[config.mk]
export PLATFORM = sky130hd
export DESIGN_NAME = poly_small_mkgauss_stream
export DESIGN_NICKNAME = d
export VERILOG_FILES = /design/src/rtl/mkgauss_pkg.sv /design/src/rtl/mkgauss_cdt_lane.sv /design/src/rtl/poly_small_mkgauss_stream.sv
export SDC_FILE = /design/constraint.sdc
export NUM_CORES = 1
export LEC_CHECK = 0
export ABC_AREA = 0
export CAP_MARGIN = 15
export CORE_MARGIN = 2
export CORE_UTILIZATION = 52
export CTS_CLUSTER_DIAMETER = 150
export CTS_CLUSTER_SIZE = 14
export DETAILED_ROUTE_END_ITERATION = 7
export PLACE_DENSITY = 0.91
export SLEW_MARGIN = 20
export SYNTH_ARGS = -nofsm -noshare
export SYNTH_HDL_FRONTEND = slang
export SYNTH_SLANG_ARGS = --single-unit
[constraint.sdc]
create_clock -name clk -period 4.06 [get_ports clk]
set_clock_uncertainty 0.15 [all_clocks]
set_input_delay 0.812 -clock clk [delete_from_list [all_inputs] [get_ports clk]]
set_output_delay 0.812 -clock clk [all_outputs]
set_load 0.05 [all_outputs]
[src/rtl/mkgauss_pkg.sv]
// Shared constants, types and helpers for the Falcon small-polynomial sampler.
// Optional statistics port is enabled with `define MKGAUSS_STATS_EN.
package mkgauss_pkg;

   localparam int unsigned ACC_W       = 16;
   localparam int unsigned FALCON_LOGN = 10;
   localparam int unsigned CDT_LEN     = 27;
   localparam int unsigned SAMPLE_W    = 6;

   // Reverse cumulative table for gauss_1024_12289 (63-bit magnitudes)
   localparam logic [62:0] CDT [CDT_LEN] = '{
      63'd1283868770400643928, 63'd6416574995475331444, 63'd4078260278032692663,
      63'd2353523259288686585, 63'd1227179971273316331, 63'd575931623374121527,
      63'd242543240509105209,  63'd91437049221049666,   63'd30799446349977173,
      63'd9255276791179340,    63'd2478152334826140,    63'd590642893610164,
      63'd125206034929641,     63'd23590435911403,      63'd3948334035941,
      63'd586753615614,        63'd77391054539,         63'd9056793210,
      63'd940121950,           63'd86539696,            63'd7062824,
      63'd510971,              63'd32764,               63'd1862,
      63'd94,                  63'd4,                   63'd0
   };

   localparam int unsigned MAX_FG_BITS [FALCON_LOGN + 1] = '{0, 8, 8, 8, 8, 8, 7, 7, 6, 6, 5};

   typedef enum logic [1:0] {
      IDLE  = 2'd0,
      ACCUM = 2'd1,
      CHECK = 2'd2,
      OUT   = 2'd3
   } state_t;

   // Symmetric acceptance bound 2^(MAX_FG_BITS[logn]-1); 0 for unsupported logn
   function automatic logic [ACC_W-1:0] fg_lim(input logic [3:0] logn);
      logic [ACC_W-1:0] r;
      r = '0;
      if (logn >= 4'd1 && 32'(logn) <= FALCON_LOGN)
         r = ACC_W'(32'd1 << (MAX_FG_BITS[logn] - 32'd1));
      return r;
   endfunction

endpackage

[src/rtl/mkgauss_cdt_lane.sv]
// Combinational sub-sampler: one 128-bit RNG word -> signed CDT sample in [-26, 26].
module mkgauss_cdt_lane
   import mkgauss_pkg::*;
(
   input  logic [127:0]               word,
   output logic signed [SAMPLE_W-1:0] sample
);

   logic [63:0] w0;
   logic [62:0] w1_mag;
   logic [4:0]  mag;
   logic        unused_w1_sign;

   assign w0             = word[63:0];
   assign w1_mag         = word[126:64];
   assign unused_w1_sign = word[127];

   // Smallest k >= 1 with w1 >= CDT[k], zeroed when w0 falls below CDT[0]
   always_comb begin
      mag = '0;
      for (int k = CDT_LEN - 1; k >= 1; k--) begin
         if (w1_mag >= CDT[k]) mag = 5'(k);
      end
      if (w0[62:0] < CDT[0]) mag = '0;
      sample = w0[63] ? -$signed({1'b0, mag}) : $signed({1'b0, mag});
   end

endmodule

[src/rtl/poly_small_mkgauss_stream.sv]
// Streaming Falcon f/g sampler: sums g CDT sub-samples per coefficient,
// applies range and last-coefficient parity rejection, emits over valid/ready.
// Optional rej_cnt output is enabled with `define MKGAUSS_STATS_EN.
module poly_small_mkgauss_stream
   import mkgauss_pkg::*;
#(
   parameter int unsigned LOGN_MAX = 10,
   parameter int unsigned COEF_W   = 8
)(
   input  logic                     clk,
   input  logic                     rst,
   input  logic                     start,
   input  logic [3:0]               logn,
   output logic                     busy,
   output logic                     done,
   input  logic                     rng_valid,
   input  logic [127:0]             rng,
   output logic                     rng_extract,
   output logic                     coef_valid,
   input  logic                     coef_ready,
   output logic signed [COEF_W-1:0] coef,
   output logic [LOGN_MAX-1:0]      coef_idx,
   output logic                     coef_last
`ifdef MKGAUSS_STATS_EN
   ,
   output logic [15:0]              rej_cnt
`endif
);

   localparam int unsigned IDX_W  = LOGN_MAX;
   localparam int unsigned WCNT_W = FALCON_LOGN;

   state_t                     state, state_nxt;
   logic signed [SAMPLE_W-1:0] sample;
   logic signed [ACC_W-1:0]    acc, acc_sum, lim;
   logic [IDX_W-1:0]           n_m1;
   logic [WCNT_W-1:0]          g_m1, wcnt;
   logic                       mod2;
   logic                       start_ok, consume, last_word, reject, handshake;

   mkgauss_cdt_lane u_lane (
      .word   (rng),
      .sample (sample)
   );

   assign start_ok  = start && (logn >= 4'd1) && (32'(logn) <= LOGN_MAX);
   assign consume   = (state == ACCUM) && rng_valid;
   assign last_word = (wcnt == g_m1);
   assign acc_sum   = acc + ACC_W'(sample);
   assign handshake = (state == OUT) && coef_ready;
   assign reject    = (acc < -lim) || (acc >= lim) || (coef_last && ((mod2 ^ acc[0]) == 1'b0));

   // Word consumption is combinational so the source can advance next cycle
   assign rng_extract = consume;

   // State register
   always_ff @(posedge clk or posedge rst) begin
      if (rst) state <= IDLE;
      else     state <= state_nxt;
   end

   // Next-state logic
   always_comb begin
      state_nxt = state;
      case (state)
         IDLE:    if (start_ok) state_nxt = ACCUM;
         ACCUM:   if (consume && last_word) state_nxt = CHECK;
         CHECK:   state_nxt = reject ? ACCUM : OUT;
         OUT:     if (coef_ready) state_nxt = coef_last ? IDLE : ACCUM;
         default: state_nxt = IDLE;
      endcase
   end

   // Datapath: accumulator, index, derived parameters and output registers
   always_ff @(posedge clk or posedge rst) begin
      if (rst) begin
         busy       <= 1'b0;
         done       <= 1'b0;
         coef_valid <= 1'b0;
         coef       <= '0;
         coef_idx   <= '0;
         coef_last  <= 1'b0;
         acc        <= '0;
         mod2       <= 1'b0;
         wcnt       <= '0;
         n_m1       <= '0;
         g_m1       <= '0;
         lim        <= '0;
      end else begin
         done <= 1'b0;
         case (state)
            IDLE: begin
               if (start_ok) begin
                  busy      <= 1'b1;
                  n_m1      <= IDX_W'((32'd1 << logn) - 32'd1);
                  g_m1      <= WCNT_W'((32'd1 << (FALCON_LOGN - 32'(logn))) - 32'd1);
                  lim       <= $signed(fg_lim(logn));
                  coef_idx  <= '0;
                  coef_last <= 1'b0;
                  acc       <= '0;
                  wcnt      <= '0;
                  mod2      <= 1'b0;
               end
            end
            ACCUM: begin
               if (consume) begin
                  acc  <= acc_sum;
                  wcnt <= last_word ? '0 : WCNT_W'(wcnt + WCNT_W'(1));
               end
            end
            CHECK: begin
               if (reject) begin
                  acc <= '0;
               end else begin
                  coef       <= COEF_W'(acc);
                  coef_valid <= 1'b1;
                  if (!coef_last) mod2 <= mod2 ^ acc[0];
               end
            end
            OUT: begin
               if (coef_ready) begin
                  coef_valid <= 1'b0;
                  acc        <= '0;
                  if (coef_last) begin
                     busy <= 1'b0;
                     done <= 1'b1;
                  end else begin
                     coef_idx  <= IDX_W'(coef_idx + IDX_W'(1));
                     coef_last <= (IDX_W'(coef_idx + IDX_W'(1)) == n_m1);
                  end
               end
            end
            default: ;
         endcase
      end
   end

`ifdef MKGAUSS_STATS_EN
   // Saturating count of CHECK rejections within the current polynomial
   always_ff @(posedge clk or posedge rst) begin
      if (rst)                                  rej_cnt <= '0;
      else if (state == IDLE && start_ok)       rej_cnt <= '0;
      else if (state == CHECK && reject && rej_cnt != 16'hFFFF)
                                                rej_cnt <= rej_cnt + 16'd1;
   end
`endif

endmodule

==> results of run 1 <==
[logic make-up after synthesis]
kind of cell | count (synthesis) | share of synthesized area
buffers and inverters | 164 | 0.0556
muxes | 12 | 0.0115
AOI/OAI and AO/OA | 400 | 0.241
and+or+nand+nor | 793 | 0.376
DFF | 87 | 0.194
xor gates and xnor gates | 67 | 0.0524
adders and majority gates | 62 | 0.0699
[repair_timing]
action | 4_1_cts
gates cloned | 0
setup buffers | 27
endpoints found under the setup margin | 27
pin swaps | 74
gates resized for setup | 189
[stage by stage]
step                cells  setup TNS, ps  worst slack, ps  hold slack [ps]
floorplan            1585         -15840            -1630              316
CTS                  2345         -19230            -1910              329
detailed placement   2308         -33730            -2810              314
global placement     2308         -28470            -2410              310
[metal layers]
layer / track usage / GRT overflow
met5: 0.245 / 0
met4: 0.617 / 40
met1: 0.659 / 1
met2: 0.804 / 43
met3: 0.517 / 0
==> impl_metrics.ini, run 1 <==
[outcome]
status = did not finish
stage_at_which_the_flow_ended = global routing
stop_error = [ERROR GRT-0116] Global routing finished with congestion. Check the congestion regions in the DRC Viewer.

[logic_synthesis]
synth-seq-area-share = 0.194
async_flop_share = 1.00
synth_top_cells_by_count = 196 x nand2_1, 120 x nor2_1, 106 x clkbuf_1
syn_inst = 1585
yosys_warnings = 0
synth.lib_cells_used.distinct = 81
synth_ff_type = dfrtp_1
synth.top_cells.by_area = dfrtp_1 19%, ha_1 6.8%, nand2_1 6.6%
mappedNetlistNets = 1784
synth_top_cell_by_area = dfrtp_1
most_repeated_cell_in_the_gate_level_netlist_after_synthesis = nand2_1
yosysTopAreaCellShare = 0.194
average_footprint_of_a_synthesized_cell_um2 = 7.07
ys_seq_elements = 87
syn-cell-area_um2 = 11200
synth-edff-count = 0

[die]
design.portCount = 160
floorplan.initialDensity = 0.531
die_h_um = 151
chipWidth_um = 151
placement_row_count = 53

[grt]
grt_first_pass_wirelength_um = 114000
grtUsageTotal = 0.652
globalRoute.totalOverflow = 84
grt_start_max_net_pins = 43
grt_pass1_vias = 19828

[cts]
numCtsBuffers = 9
cts.root.buffer_cell = clkbuf_16
cts-root-to-sink-buffers = 2
cts_hold_repair.buffers = 0
clock_sinks = 87
clock_tree.htree_level_count = 3

[placed_design]
placement.io_buffers = 155
dpl-instance-area_um2 = 15800
dpl.hpwl_um = 42000
gpl.final_weighted_congestion = 1.46
==> run 2: changes to the inputs <==
- CORE_UTILIZATION: 52 -> 40
- CTS_CLUSTER_DIAMETER: 150 -> unset
- CTS_CLUSTER_SIZE: 14 -> unset
- PLACE_DENSITY: 0.91 -> unset
- PLACE_DENSITY_LB_ADDON: unset -> 0.15
- clock period: 4.06 -> 5.3 ns (I/O delays scaled with it)
==> run 2 against run 1 <==
Against the previous run:
- synthesized cell count did not move
- the flow now finishes, with violations (negative setup slack)
- synthesized area did not move
==> impl_metrics.ini, run 2 <==
[die]
design.portCount = 160
design.core.area_um2 = 27700
design.die.area_um2 = 29400
placement_row_count = 61
chipWidth_um = 171
floorplan.initialDensity = 0.405
die_h_um = 171

[layout]
layout.filler_cells = 2365
commonest_cells_after_routing_fill_and_taps_aside = 462 x buf_4, 191 x nand2_1, 108 x nor2_1, 101 x clkdlybuf4s50_1
flow.area_growth_from_synthesis_pct = 64.9
layout.area.seq_um2 = 2180
layoutNonFillerInstCount = 2539
num-nets-final = 2356
reg_top3 = acc x16, lim x16
layout_cell_share_with_drive_strength_beyond_1 = 0.349
num_antenna_cells = 0
design_area_um2 = 18500
mostFrequentLayoutCell = buf_4
multiInputGateArea_um2 = 9650

[logic_synthesis]
synth.top_cells.by_area = dfrtp_1 19%, ha_1 6.8%, nand2_1 6.6%
synth-seq-area-share = 0.194
yosys_warnings = 0
async_flop_share = 1.00
synth_top_cells_by_count = 196 x nand2_1, 120 x nor2_1, 106 x clkbuf_1
syn-cell-area_um2 = 11200
yosysTopAreaCellShare = 0.194
synth_top_cell_by_area = dfrtp_1
synth_ff_type = dfrtp_1
ys_seq_elements = 87
synth.lib_cells_used.distinct = 81
average_footprint_of_a_synthesized_cell_um2 = 7.07
synth-edff-count = 0
mappedNetlistNets = 1784
most_repeated_cell_in_the_gate_level_netlist_after_synthesis = nand2_1
syn_inst = 1585

[worst_setup_path]
cpMostUsedCell = a21o_1
critPathBufInv = 4
worst-path-max-fanout = 4
arrival_ps = 6170
critical_path.max_stage_delay_ps = 560
cpLargestDelayFamily = compound AO/OA/AOI/OAI gates
worst-r2r-cell-count = 16
setup.worst_path.end_class = register
worst-endpoint-required_ps = 5380
path_depth = 26
crit_slowest_cell = or4_4
criticalPathCategory = in -> reg
critical_path.startpoint_type = input pin

[sta]
finalSetupViolCount = 11
worst-slew-pin-transition_ps = 972
finalWorstSetupSlack_ps = -796
finalCritPeriodShare = 1.15
timing_hold_violations_final = 0
timing.slew.headroom = 0.344
final.setup.tns_ps = -5170
period_minus_slack_ps = 6100
report.final.slew_viol_count = 0
fin_hold_ws_ps = 334
unrepaired_setup_endpoints_after_global_routing = yes
fmax_mhz = 164

[drt]
drt-vias-per-instance = 6.18
via_count = 15691
ant_nets = 0
drc = 0
detail_route.iter0.violations = 1871
detail_route.wirelength_um = 58300
detail_route.first_pass.iterations = 5
routed_wire_length_per_instance_um = 23.0

[placed_design]
gpl.final_weighted_congestion = 1.15
placement.io_buffers = 155
placed_cells_incl_taps = 2453
dpl-instance-area_um2 = 16300
dpl.hpwl_um = 45300

[outcome]
status = complete, but fails checks
failed_checks = negative setup slack

[cts]
insertion_delay_ps = 350
cts_hold_repair.buffers = 0
clock_tree.htree_level_count = 3
cts_tree = yes
cts-root-to-sink-buffers = 2
numCtsBuffers = 9
cts.root.buffer_cell = clkbuf_16
worst_setup_hold_path_clk_slew_ps = 60
clock_sinks = 87

[grt]
grt_antenna_before_repair = 0
globalRouteMet3Util = 0.0575
grt_use_met1 = 0.480
global_route.usage.met2 = 0.650
grt-busiest-layer = met2
grt_first_pass_wirelength_um = 87000
grtUsageTotal = 0.387
grt_pass1_vias = 15107
grt_start_max_net_pins = 45
globalRoute.totalOverflow = 0

[run]
maxCapViolCount = 0

[hold_path]
whs_path_depth = 2
min-delay-path-class = reg -> reg

[power]
total_leakage_power_nw = 8.00
pwr_density_cell_nw_per_um2 = 270
power.ir.vdd_worst_uv = 235
## run 2: cell counts after synthesis
Identical to the previous run, type by type.
## run 2: timing repair
| action | 4_1_cts | 5_1_grt |
|---|---|---|
| gates resized for setup | 256 | 124 |
| setup buffers | 53 | 17 |
| pin swaps | 68 | 76 |
| endpoints found under the setup margin | 15 | 13 |
| cloned | 1 | 2 |
## run 2: worst reg2reg max path: cells and delay by family, from the launching register on
family,cells,cell delay (ps)
XOR/XNOR,1,100
AO/OA/AOI/OAI,3,800
buffers and inverters,1,50
adder cells (fa/ha/maj),1,280
flip-flops,1,420
multiplexers,1,270
AND/OR/NAND/NOR,9,2580
## run 2: per-layer routing
layer,part of all wire,vias to the layer above
met3,0.088,216
li1,-,7074
met2,0.46,931
met5,0,-
met4,0.062,0
met1,0.39,7470
## run 2: report_power, final
part	switching [mW]	internal, mW
clock	0.275	0.366
combinational	1.73	1.46
sequential	0.260	0.895
## run 2: final timing paths
kind / slack (ps) / end / start
hold reg to reg: 330 / coef[0]$_DFFE_PP0P_ / coef[0]$_DFFE_PP0P_
setup reg to reg: 600 / mod2$_DFFE_PP0P_ / lim[2]$_DFFE_PP0P_
setup / recovery: -800 / acc[14]$_DFFE_PP0P_ / rng[85]
min in group asynchronous: 1000 / coef_idx[1]$_DFFE_PP0P_ / rst
hold / removal: 330 / coef[0]$_DFFE_PP0P_ / coef[0]$_DFFE_PP0P_
max in group asynchronous: 2940 / acc[1]$_DFFE_PP0P_ / rst
## run 2: per-stage QoR
step	power (mW)	util	worst slack (ps)
2_1_floorplan	2.97	-	-641
3_3_place_gp	3.92	0.587	-1710
3_5_place_dp	4.02	0.587	-1730
4_1_cts	4.85	0.645	-668
5_1_grt	5.34	0.667	-938
6_report	4.98	0.667	-796
## run 2: kinds of logic (layout without fill, tap and decap cells)
kind of cell / count (synthesis) / in the layout / synth area share
mux: 12 / 12 / 0.0115
compound gates: 400 / 400 / 0.241
xor+xnor: 67 / 67 / 0.0524
flops: 87 / 87 / 0.194
fa+ha+maj: 62 / 62 / 0.0699
simple gates: 793 / 793 / 0.376
buf+inv: 164 / 740 / 0.0556
## run 2: area by class of cell
type                    instances  area share
flip-flops and latches         87       0.118
repair buffers                673       0.308
well taps                     378      0.0256
clock inverters                 6     0.00386
inverters                      52      0.0108
multi-input cells            1334       0.522
clock buffers                   9      0.0122
Power figures use the tool's default switching activity.
